## src/rtl/arm_pipelined_pkg.sv

```systemverilog
// Shared types and constants for the ARM pipeline fetch stage.
package arm_pipelined_pkg;

    typedef enum logic [1:0] {
        FETCH   = 2'd0,
        DISCARD = 2'd1,
        HOLD    = 2'd2
    } fetch_state_t;

    localparam logic [31:0] ARM_NOP = 32'hE1A00000;

endpackage

```

## src/rtl/arm_fetch_ctrl.sv

```systemverilog
// Fetch FSM: tracks the outstanding request and chooses the next PC and the IF/ID load source.
module arm_fetch_ctrl
    import arm_pipelined_pkg::*;
#(
    parameter int BusWidth = 32
) (
    input  logic                clk,
    input  logic                nreset,
    input  logic                ack,
    input  logic                hold_req,
    input  logic                redir,
    input  logic [BusWidth-1:0] target,
    input  logic [BusWidth-1:0] pcf,
    output fetch_state_t        state,
    output logic                pc_en,
    output logic [BusWidth-1:0] pc_next,
    output logic                load_mem,
    output logic                load_hold,
    output logic                capture_hold
);

    // Target remembered while a request issued before a redirect is still in flight.
    logic [BusWidth-1:0] redir_pc;

    always_comb begin
        pc_en        = 1'b0;
        pc_next      = pcf + BusWidth'(4);
        load_mem     = 1'b0;
        load_hold    = 1'b0;
        capture_hold = 1'b0;
        case (state)
            FETCH: begin
                if (ack) begin
                    pc_en = 1'b1;
                    if (redir) begin
                        pc_next = target;
                    end else if (hold_req) begin
                        capture_hold = 1'b1;
                    end else begin
                        load_mem = 1'b1;
                    end
                end
            end
            DISCARD: begin
                if (ack) begin
                    pc_en   = 1'b1;
                    pc_next = redir ? target : redir_pc;
                end
            end
            HOLD: begin
                if (redir) begin
                    pc_en   = 1'b1;
                    pc_next = target;
                end else if (!hold_req) begin
                    load_hold = 1'b1;
                end
            end
            default: ;
        endcase
    end

    always_ff @(posedge clk) begin
        if (!nreset) begin
            state    <= FETCH;
            redir_pc <= '0;
        end else begin
            case (state)
                FETCH: begin
                    if (ack && !redir && hold_req) begin
                        state <= HOLD;
                    end else if (!ack && redir) begin
                        redir_pc <= target;
                        state    <= DISCARD;
                    end
                end
                DISCARD: begin
                    if (ack) begin
                        state <= FETCH;
                    end else if (redir) begin
                        redir_pc <= target;
                    end
                end
                HOLD: begin
                    if (redir || !hold_req) begin
                        state <= FETCH;
                    end
                end
                default: state <= FETCH;
            endcase
        end
    end

endmodule

```

## src/rtl/arm_pipelined_fetch_stage.sv

```systemverilog
// IF stage plus IF/ID register: fetch PC, hold buffer for stalled acks, and decode-side outputs.
module arm_pipelined_fetch_stage
    import arm_pipelined_pkg::*;
#(
    parameter int                  BusWidth    = 32,
    parameter logic [BusWidth-1:0] ResetVector = '0
) (
    input  logic                i_CLK,
    input  logic                i_NRESET,
    output logic                o_IMEM_Req,
    output logic [BusWidth-1:0] o_IMEM_Addr,
    input  logic                i_IMEM_Ack,
    input  logic [BusWidth-1:0] i_IMEM_RData,
    input  logic                i_StallD,
    input  logic                i_FlushD,
    input  logic                i_BranchTakenE,
    input  logic [BusWidth-1:0] i_BranchTargetE,
    input  logic                i_PCSrcW,
    input  logic [BusWidth-1:0] i_ResultW,
    output logic [BusWidth-1:0] o_InstrD,
    output logic [BusWidth-1:0] o_PCPlus8D,
    output logic                o_ValidD
);

    localparam logic [BusWidth-1:0] ALIGN_MASK = ~BusWidth'(3);

    logic                redir;
    logic [BusWidth-1:0] target;
    logic [BusWidth-1:0] pcf;
    logic [BusWidth-1:0] pc_next;
    logic [BusWidth-1:0] hold_instr;
    logic [BusWidth-1:0] hold_pc;
    logic                pc_en;
    logic                load_mem;
    logic                load_hold;
    logic                capture_hold;
    fetch_state_t        state;

    always_comb begin
        redir  = i_BranchTakenE | i_PCSrcW;
        target = i_BranchTakenE ? i_BranchTargetE : i_ResultW;
    end

    // A flush must not lose a returning fetch, so it parks the ack in HOLD like a stall.
    arm_fetch_ctrl #(
        .BusWidth (BusWidth)
    ) u_ctrl (
        .clk          (i_CLK),
        .nreset       (i_NRESET),
        .ack          (i_IMEM_Ack),
        .hold_req     (i_StallD | i_FlushD),
        .redir        (redir),
        .target       (target),
        .pcf          (pcf),
        .state        (state),
        .pc_en        (pc_en),
        .pc_next      (pc_next),
        .load_mem     (load_mem),
        .load_hold    (load_hold),
        .capture_hold (capture_hold)
    );

    assign o_IMEM_Req  = (state != HOLD);
    assign o_IMEM_Addr = pcf;

    always_ff @(posedge i_CLK) begin
        if (!i_NRESET) begin
            pcf <= ResetVector & ALIGN_MASK;
        end else if (pc_en) begin
            pcf <= pc_next & ALIGN_MASK;
        end
    end

    always_ff @(posedge i_CLK) begin
        if (!i_NRESET) begin
            hold_instr <= '0;
            hold_pc    <= '0;
        end else if (capture_hold) begin
            hold_instr <= i_IMEM_RData;
            hold_pc    <= pcf;
        end
    end

    always_ff @(posedge i_CLK) begin
        if (!i_NRESET || i_FlushD) begin
            o_InstrD   <= '0;
            o_PCPlus8D <= '0;
            o_ValidD   <= 1'b0;
        end else if (!i_StallD) begin
            if (load_mem) begin
                o_InstrD   <= i_IMEM_RData;
                o_PCPlus8D <= pcf + BusWidth'(8);
                o_ValidD   <= 1'b1;
            end else if (load_hold) begin
                o_InstrD   <= hold_instr;
                o_PCPlus8D <= hold_pc + BusWidth'(8);
                o_ValidD   <= 1'b1;
            end else begin
                o_InstrD   <= '0;
                o_PCPlus8D <= '0;
                o_ValidD   <= 1'b0;
            end
        end
    end

endmodule

```

## config.mk

```make
export PLATFORM = sky130hd
export DESIGN_NAME = arm_pipelined_fetch_stage
export DESIGN_NICKNAME = d
export VERILOG_FILES = /design/src/rtl/arm_pipelined_pkg.sv /design/src/rtl/arm_fetch_ctrl.sv /design/src/rtl/arm_pipelined_fetch_stage.sv
export SDC_FILE = /design/constraint.sdc
export NUM_CORES = 1
export LEC_CHECK = 0
export CAP_MARGIN = 20
export CORE_UTILIZATION = 49
export CTS_BUF_LIST = sky130_fd_sc_hd__clkbuf_4 sky130_fd_sc_hd__clkbuf_8
export DETAILED_ROUTE_END_ITERATION = 6
export GPL_ROUTABILITY_DRIVEN = 0
export GPL_TIMING_DRIVEN = 0
export PLACE_DENSITY_LB_ADDON = 0.25
export SYNTH_ARGS = -nofsm -noshare
export SYNTH_HDL_FRONTEND = slang
export SYNTH_HIERARCHICAL = 1
export SYNTH_SLANG_ARGS = --single-unit
```

## constraint.sdc

```tcl
create_clock -name i_CLK -period 4 [get_ports i_CLK]
set_input_delay 1 -clock i_CLK [delete_from_list [all_inputs] [get_ports i_CLK]]
set_output_delay 1 -clock i_CLK [all_outputs]
set_load 0.05 [all_outputs]
```

; ---- Word-level counts from Yosys, hierarchy flattened
; Index checks and enable logic that the tools add are counted.
; Widths: inputs -> output; s select.
[totals]
romBits = 0
n_memories = 0
reg_bits = 191
latch_bits = 0
mem_bits_rw = 0
wordCells = 69
[classes]
mul = 0
shift = 0
div_mod_pow = 0
eq_ne = 9
n_bitwise = 2
add_sub_neg = 3
n_lt_le_gt_ge = 0
muxes = 33
reduce_logical = 14
[ops]
columns = cell, count
row1 = $mux 32, 12
row2 = $pmux 32 s3, 1
row3 = $add 32x4->32 const B, 2
row4 = $pmux 32 s2, 1
row5 = $add 32x3->32 const B, 1
row6 = $mux 1, 13
row7 = $mux 2, 4
row8 = $ne 2x2->1 const B, 4
row9 = $pmux 2 s3, 1
row10 = $logic_not 1->1, 4
row11 = $ne 2x1->1 const B, 2
row12 = $reduce_and 4->1, 1
row13 = $logic_and 1x1->1, 3
row14 = $ne 3x1->1 const B, 1
row15 = $reduce_and 3->1, 1
row16 = $eq 2x1->1 const B, 1
row17 = $eq 2x2->1 const B, 1
row18 = $logic_not 2->1, 1
row19 = $logic_or 1x1->1, 2
row20 = $or 1x1->1, 2
row21 = $pmux 1 s2, 1
row22 = $reduce_bool 2->1, 1
row23 = $reduce_or 2->1, 1

; ---- Logic depth before layout (Yosys ltp)
; Gate-level depths: netlist (run 1).
[depth]
depth_word = 6
ltp_mapped = 15
depth_no_buf = 7

; ---- Hierarchy
; The synthesis (run 1) kept the hierarchy.
[modules_own_cells]
columns = mod, n_inst, area_per_inst_um2, seq_area_each_um2, cells_per_inst
row1 = arm_pipelined_fetch_stage, 1, 7888.8, 3103.0, 909
row2 = arm_fetch_ctrl, 1, 2803.9, 680.7, 394

; ---- Worst setup path after synthesis (run 1)
; No wires, ideal clock.
[synth_timing]
kind = input -> register
startpoint = input port i_BranchTakenE
endpoint = register o_PCPlus8D[14]
setup_time_ns = 0.119
path_slack_ns = 0.140
arrival_ns = 3.741
stages = 13
t_required_ns = 3.881
cell_sequence = clkbuf_1 > clkbuf_1 > or2_2 > clkbuf_1 > clkbuf_1 > buf_1 > nor4_1 > clkbuf_1 > inv_1 > clkbuf_1 > clkbuf_1 > o21ai_0 > o221a_2
[synth_between]
elab_chain_len = 5
elab_cells_between_ends = 7
[synth_lines]
columns = item, line_no
row1 = start: declaration, arm_pipelined_fetch_stage.sv:16  ; input logic i_BranchTakenE,
row2 = $or 1x1->1, arm_pipelined_fetch_stage.sv:40  ; redir = i_BranchTakenE | i_PCSrcW;
row3 = named net redir, arm_pipelined_fetch_stage.sv:27  ; logic redir;
row4 = $mux 1, arm_fetch_ctrl.sv:51  ; if (redir) begin
row5 = $mux 1, arm_fetch_ctrl.sv:33  ; if (ack) begin
row6 = $mux 1, arm_fetch_ctrl.sv:31  ; case (state)
row7 = named net load_mem, arm_pipelined_fetch_stage.sv:34  ; logic load_mem;
row8 = $mux 32, arm_pipelined_fetch_stage.sv:90  ; if (load_mem) begin
row9 = end signal: assignment, arm_pipelined_fetch_stage.sv:92  ; o_PCPlus8D <= pcf + BusWidth'(8);
row10 = end signal: assignment, arm_pipelined_fetch_stage.sv:96  ; o_PCPlus8D <= hold_pc + BusWidth'(8);
row11 = end: declaration, arm_pipelined_fetch_stage.sv:21  ; output logic [BusWidth-1:0] o_PCPlus8D,
; The timed path passes the listed nets, and every way through them passes these cells.
; A chain may end at the register's enable or synchronous reset.

; ---- Final worst setup path (run 1)
[layout_timing]
startpoint = input port i_BranchTakenE
endpoint = register o_PCPlus8D[24]
; The elaborated chain is that of the path after synthesis.

==> impl_summary.txt, run 1 <==
----------------------------------------------------
[Status]
  Status ... finished, final reports clean

[Global route]
  Maximum number of pins on one net before global-route repair ... 20
  First-pass GRT wire length ... 49.8 mm
  Antenna violations before repair ... 0
  Remaining Overflow, GRT ... 0
  Via count of the first global-routing pass ... 9575
  Global-route usage over all layers ... 0.284

[Power and ir drop]
  Power per standard cell area ... 300 nW/um^2
  Maximum vdd drop ... 0.199 mV
  Static power due to leakage ... 4.26 nW

[STA]
  Fin. max-slew vios ... 0
  Headroom to the max-slew limit ... 0.242
  Worst slack on hold paths ... 0.470 ns
  Worst Tran Pin Value ... 1.13 ns
  Fmax ... 0.262 GHz
  Finish-stage setup viols ... 0
  Tcrit/Tclk final ... 0.953
  Hold Fails Final Rpt ... 0
  Time the worst path needs with I/O delays and setup ... 3.81 ns
  Worst clock skew ... 0.0166 ns
  Unrepaired setup endpoints after global routing ... no

[Critical path]
  Worst setup path category ... in -> reg
  Largest stage delay on the critical path ... 0.43 ns
  Worst reg-to-reg setup slack ... 0.98 ns
  Worst path most repeated cell ... sky130_fd_sc_hd__clkbuf_2
  Critical Path Fanout Max ... 10
  Worst R2R Start ... u_ctrl/state[1]
  Crit path required time ... 4.41 ns
  Worst r2r path cells ... 12
  Setup crit start kind ... input pin
  Critical path capture point type ... flip-flop
  Reg2reg end ... o_InstrD[26]
  Family of cells with the greatest summed delay on the critical path ... buffers and inverters
  Worst path slowest cell ... sky130_fd_sc_hd__nor4_1
  Worst-path cell chain ... clkbuf_1 > clkbuf_2 > or2_2 > clkbuf_1 > clkbuf_2 > buf_1 > nor4_1 > clkbuf_4 > inv_1 > clkbuf_2 > clkbuf_2 > a211o_1 > a31oi_1
  Endpoint arrival time on the critical path ... 4.22 ns
  CP startpoint ... i_BranchTakenE
  Buffers plus inverters on the worst setup path ... 9

[Floorplanning]
  Y dimension of the die ... 149 um
  Starting Density ... 0.500
  Horizontal die dimension ... 149 um
  Num ports ... 201
  Num rows ... 53
  CORE AREA ... 21100 sq um
  Die ar. ... 22100 sq um

[Synth]
  Mean instance size in the synthesized netlist ... 8.22 sq um
  Count of synthesis-stage warnings from yosys ... 6
  Post-synthesis instance area ... 10600 sq um
  Gate Count Post-Synth ... 1283

[Clock network]
  Postcts setup bufs ... 0
  Clock root buffer master ... sky130_fd_sc_hd__clkbuf_8
  CTS tree ... built
  Clock tree buffer depth ... 2
  Clock transition at the registers of the reported paths ... 0.10 ns
  Clock latency on the worst-skew pair ... 0.49 ns
  Sinks on Clock Net ... 187
  H-tree levels ... 4
  Total CTS buffers ... 17
  CTS Hold Buffers Added ... 0

[Cells and area]
  Layout cell share with drive strength beyond 1 ... 0.0650
  Syn-to-layout area delta ... 25.4%
  Layout Cell Area excl Fill ... 13200 sq um
  Area occupied by multi-input gates ... 6310 sq um
  Layout fillers ... 1899
  Register cell area after layout ... 3740 sq um
  Final antenna diode count ... 0
  Number of nets in the layout ... 1601

[Route]
  Routed wirelength normalized by instance count ... 17.6 um
  Remaining DRCs ... 0
  Remaining number of nets flagged by the antenna check after routing ... 0
  DRT iter0 DRCs ... 899
  Drt via density ... 5.81
  Vias after detailed routing ... 10400
  Routed Wire Length ... 31.4 mm
  DRT Pass-1 Iters ... 6

[Placement]
  IO Port Bufs ... 190
  Half-perimeter wire length after placement ... 23.5 mm
  Standard cell area after detailed placement ... 12800 sq um

[Min path]
  Cell count of the worst hold path ... 2
  HP Start ... u_ctrl/redir_pc[21]
  Terminating pin of the worst hold path ... u_ctrl/redir_pc[21]
  Worst min path class ... reg -> reg

[Job]
  Max cap viols ... 0

----------------------------------------------------
-- final cells by class --
type                       count  area share
multi-input combinational    971       0.477
sequential                   187       0.283
timing repair buffer         190       0.144
buffer                       112      0.0351
tap                          275      0.0260
clock buffer                  18      0.0183
clock inverter                14      0.0119
inverter                      16     0.00454
-- cells in the final DEF, fill, tap and decap left out, types with 11 or more instances in the layout --
cell / count
sky130_fd_sc_hd__and2_1: 12
sky130_fd_sc_hd__mux2_2: 30
sky130_fd_sc_hd__a22oi_1: 26
sky130_fd_sc_hd__nor2_1: 67
sky130_fd_sc_hd__o221ai_1: 13
sky130_fd_sc_hd__nor4_1: 18
sky130_fd_sc_hd__a21boi_0: 32
sky130_fd_sc_hd__xnor2_1: 28
sky130_fd_sc_hd__nand3_1: 68
sky130_fd_sc_hd__nor3_1: 20
sky130_fd_sc_hd__or4_1: 14
sky130_fd_sc_hd__clkbuf_8: 17
sky130_fd_sc_hd__mux2i_1: 96
sky130_fd_sc_hd__a221oi_1: 11
sky130_fd_sc_hd__clkbuf_1: 82
sky130_fd_sc_hd__nor2b_1: 97
sky130_fd_sc_hd__dfxtp_1: 187
sky130_fd_sc_hd__clkdlybuf4s50_1: 190
sky130_fd_sc_hd__o21ai_0: 43
sky130_fd_sc_hd__nand2_1: 144
sky130_fd_sc_hd__xor2_1: 13
sky130_fd_sc_hd__and4_1: 11
sky130_fd_sc_hd__a21oi_1: 74
sky130_fd_sc_hd__nand4_1: 33
sky130_fd_sc_hd__inv_1: 16
-- registers in the layout (all words and copies together), names as in the netlist --
| name | count |
|---|---|
| hold_instr | 32 |
| o_InstrD | 32 |
| o_PCPlus8D | 30 |
| o_ValidD | 1 |
| hold_pc | 30 |
| o_IMEM_Addr | 30 |
| u_ctrl/state | 2 |
| u_ctrl/redir_pc | 30 |
-- worst min-delay path, cell delays in order (launching register included) --
cell                       delay, ns
sky130_fd_sc_hd__dfxtp_1        0.32
sky130_fd_sc_hd__nand2_1        0.05
sky130_fd_sc_hd__a21boi_0       0.06
-- how the worst max path moves through the flow --
stage / to / slack (ns) / cells after the start
finish: o_PCPlus8D[24] / 0.19 / 13
global route: o_InstrD[28] / 0.02 / 15
CTS: o_PCPlus8D[27] / 0.04 / 13
detailed placement: o_PCPlus8D[29] / -0.94 / 13
global placement: o_PCPlus8D[29] / -0.92 / 13
floorplan: o_PCPlus8D[14] / 0.28 / 13
-- routing by layer --
layer / global-route usage / wire (um) / up-vias
met4: 0.107 / 753 / 0
li1: - / - / 5044
met2: 0.465 / 14500 / 468
met3: 0.0425 / 2100 / 72
met5: 0 / 0 / -
met1: 0.379 / 14000 / 4781
-- timing repair --
item,4_1_cts,5_1_grt
endpoints found under the hold margin,0,0
gates resized for setup,5,11
endpoints found under the setup margin,41,40
-- where the power goes --
group / leakage (nW) / total [mW] / switching [mW] / internal, mW
combinational: 2.54 / 0.702 / 0.390 / 0.312
clock: 0.194 / 1.25 / 0.780 / 0.475
sequential: 1.52 / 2.01 / 0.0884 / 1.92
-- metrics by stage --
stage	util	worst slack, ns	cells	total power, mW	setup TNS (ns)
after floorplan	-	0.277	1286	2.46	0
after global placement	0.607	-0.918	1751	2.73	-60.61
after detailed placement	0.607	-0.936	1751	2.74	-64.80
after CTS	0.627	0.0391	1783	3.96	0
after global routing	0.627	0.0178	1783	4.11	0
final	0.627	0.190	1783	3.96	0
Power figures use the tool's default switching activity.
==> run 2: changes to the inputs <==
--- a/config.mk
+++ b/config.mk
@@ -6,12 +6,13 @@
 export NUM_CORES = 1
 export LEC_CHECK = 0
 export CAP_MARGIN = 20
-export CORE_UTILIZATION = 49
+export CORE_UTILIZATION = 58
 export CTS_BUF_LIST = sky130_fd_sc_hd__clkbuf_4 sky130_fd_sc_hd__clkbuf_8
 export DETAILED_ROUTE_END_ITERATION = 6
+export DONT_BUFFER_PORTS = 1
 export GPL_ROUTABILITY_DRIVEN = 0
 export GPL_TIMING_DRIVEN = 0
-export PLACE_DENSITY_LB_ADDON = 0.25
+export PLACE_DENSITY_LB_ADDON = 0.05
 export SYNTH_ARGS = -nofsm -noshare
 export SYNTH_HDL_FRONTEND = slang
 export SYNTH_HIERARCHICAL = 1
==> impl_summary.txt, run 2 (synthesized netlist as in run 1, its figures left out) <==
----------------------------------------------------
[STA]
  Time the worst path needs with I/O delays and setup ... 3.86 ns
  Unrepaired setup endpoints after global routing ... no
  Finish-stage setup viols ... 0
  Worst Tran Pin Value ... 1.08 ns
  Fmax ... 0.259 GHz
  Headroom to the max-slew limit ... 0.280
  Hold Fails Final Rpt ... 0
  Worst clock skew ... 0.0147 ns
  Fin. max-slew vios ... 0
  Tcrit/Tclk final ... 0.964

[Global route]
  Antenna violations before repair ... 0
  Maximum number of pins on one net before global-route repair ... 19
  First-pass GRT wire length ... 46.5 mm
  Via count of the first global-routing pass ... 8600
  Remaining Overflow, GRT ... 0
  Global-route usage over all layers ... 0.320

[Route]
  Vias after detailed routing ... 9632
  Remaining DRCs ... 0
  DRT iter0 DRCs ... 1035
  DRT Pass-1 Iters ... 6
  Drt via density ... 6.23
  Routed wirelength normalized by instance count ... 19.6 um
  Remaining number of nets flagged by the antenna check after routing ... 0
  Routed Wire Length ... 30.3 mm

[Critical path]
  Endpoint arrival time on the critical path ... 4.26 ns
  Setup crit start kind ... input pin
  Worst setup path category ... in -> reg
  Critical Path Fanout Max ... 11
  Crit path required time ... 4.40 ns
  Critical path capture point type ... flip-flop

[Cells and area]
  Layout cell share with drive strength beyond 1 ... 0.0728
  Syn-to-layout area delta ... 6.83%
  Commonest non-fill, non-tap cells in the layout ... sky130_fd_sc_hd__dfxtp_1 (187), sky130_fd_sc_hd__nand2_1 (145), sky130_fd_sc_hd__nor2b_1 (98), sky130_fd_sc_hd__mux2i_1 (96), sky130_fd_sc_hd__clkbuf_1 (83)
  Layout fillers ... 1581
  Layout Cell Area excl Fill ... 11300 sq um
  Number of nets in the layout ... 1412
  Register cell area after layout ... 3740 sq um
  Regs by FF count ... hold_instr x32, o_InstrD x32
  Area occupied by multi-input gates ... 6310 sq um
  Commonest non-fill, non-tap cell in the layout ... sky130_fd_sc_hd__dfxtp_1

[Job]
  Max cap viols ... 0

[Clock network]
  H-tree levels ... 4
  Clock tree buffer depth ... 2
  Sinks on Clock Net ... 187
  CTS tree ... built
  Clock latency on the worst-skew pair ... 0.49 ns
  Clock transition at the registers of the reported paths ... 0.10 ns
  CTS Hold Buffers Added ... 0
  Clock root buffer master ... sky130_fd_sc_hd__clkbuf_8
  Postcts setup bufs ... 0
  Total CTS buffers ... 17

[Floorplanning]
  Starting Density ... 0.602
  CORE AREA ... 17500 sq um
  Num ports ... 201
  Y dimension of the die ... 137 um
  Die ar. ... 18700 sq um
  Horizontal die dimension ... 137 um
  Num rows ... 48

[Power and ir drop]
  Switching fraction of total power ... 0.311
  Switching power summed over all nets ... 1.20 mW
  Internal ... 2.66 mW
  Maximum vdd drop ... 0.223 mV
  Clock Power Share ... 0.338
  Part of the total power dissipated in sequential elements ... 0.547
  Combinational Power Share ... 0.116
  Power per standard cell area ... 343 nW/um^2
  Post-layout power ... 3.86 mW
  Static power due to leakage ... 3.57 nW

[Status]
  Status ... finished, final reports clean

[Min path]
  Worst min path class ... reg -> reg

[Placement]
  IO Port Bufs ... 0
  Standard cell area after detailed placement ... 10800 sq um
  Half-perimeter wire length after placement ... 22.1 mm

----------------------------------------------------
run 2: cell types whose count changed in the layout (fill, tap and decap cells not counted), sizes merged:
cell	before	now
clkdlybuf4s50	190	0
bufinv	0	1
inv	21	23
diode	0	1
clkinv	7	3
buf	19	21
run 2: power by group through the flow:
stage	Clock (mW)	Combinational, mW	Sequential [mW]
after floorplan	0	0.345	2.11
after global placement	0	0.435	2.15
after detailed placement	0	0.438	2.15
after CTS	1.32	0.442	2.11
after global routing	1.38	0.493	2.12
final	1.30	0.447	2.11
run 2: critical path, cell delays in order:
cell and delay [ns]:
sky130_fd_sc_hd__clkbuf_1 0.12, sky130_fd_sc_hd__clkbuf_2 0.23, sky130_fd_sc_hd__or2_2 0.33, sky130_fd_sc_hd__clkbuf_1 0.19
sky130_fd_sc_hd__clkbuf_2 0.23, sky130_fd_sc_hd__buf_1 0.22, sky130_fd_sc_hd__nor4b_1 0.31, sky130_fd_sc_hd__clkbuf_2 0.38
sky130_fd_sc_hd__nor2b_1 0.36, sky130_fd_sc_hd__clkbuf_1 0.44, sky130_fd_sc_hd__o21ai_0 0.23, sky130_fd_sc_hd__a31oi_1 0.21
run 2: repair_timing:
action / in CTS / in global routing
resized for setup: 5 / 6
gates cloned: 0 / 0
pin swaps: 0 / 0
setup endpoints to repair: 39 / 25
run 2: through the flow:
step	hold slack [ns]	setup TNS [ns]	cells	utilization	setup slack (ns)
after CTS	0.470	0	1543	0.642	0.0566
after floorplan	0.443	0	1286	-	0.277
after detailed placement	0.456	-59.48	1511	0.618	-0.993
after global routing	0.485	0	1544	0.643	0.0372
after global placement	0.449	-51.33	1511	0.618	-0.951
final	0.465	0	1545	0.643	0.143
run 2: final timing paths:
check                           start                   to  slack [ns]  cells past startpoint
setup reg to reg       o_IMEM_Addr[3]      o_IMEM_Addr[24]        0.78                      8
hold reg to reg   u_ctrl/redir_pc[13]  u_ctrl/redir_pc[13]        0.47                      2
setup / recovery       i_BranchTakenE       o_PCPlus8D[26]        0.14                     12
hold / removal    u_ctrl/redir_pc[13]  u_ctrl/redir_pc[13]        0.47                      2
run 2: area by class of cell:
cell class              instances  area share
inverters                      16     0.00533
flip-flops and latches        187       0.332
clock inverters                13      0.0132
clock buffers                  19      0.0232
well taps                     225      0.0250
plain buffers                 112      0.0409
repair buffers                  1    0.000444
multi-input cells             971       0.560
diodes                          1    0.000222
run 2: routing by layer:
metal / track usage / vias up / wire [um]
li1: - / 4671 / -
met1: 0.438 / 4446 / 13700
met2: 0.504 / 458 / 13800
met3: 0.0656 / 57 / 2300
met4: 0.103 / 0 / 545
met5: 0 / - / 0
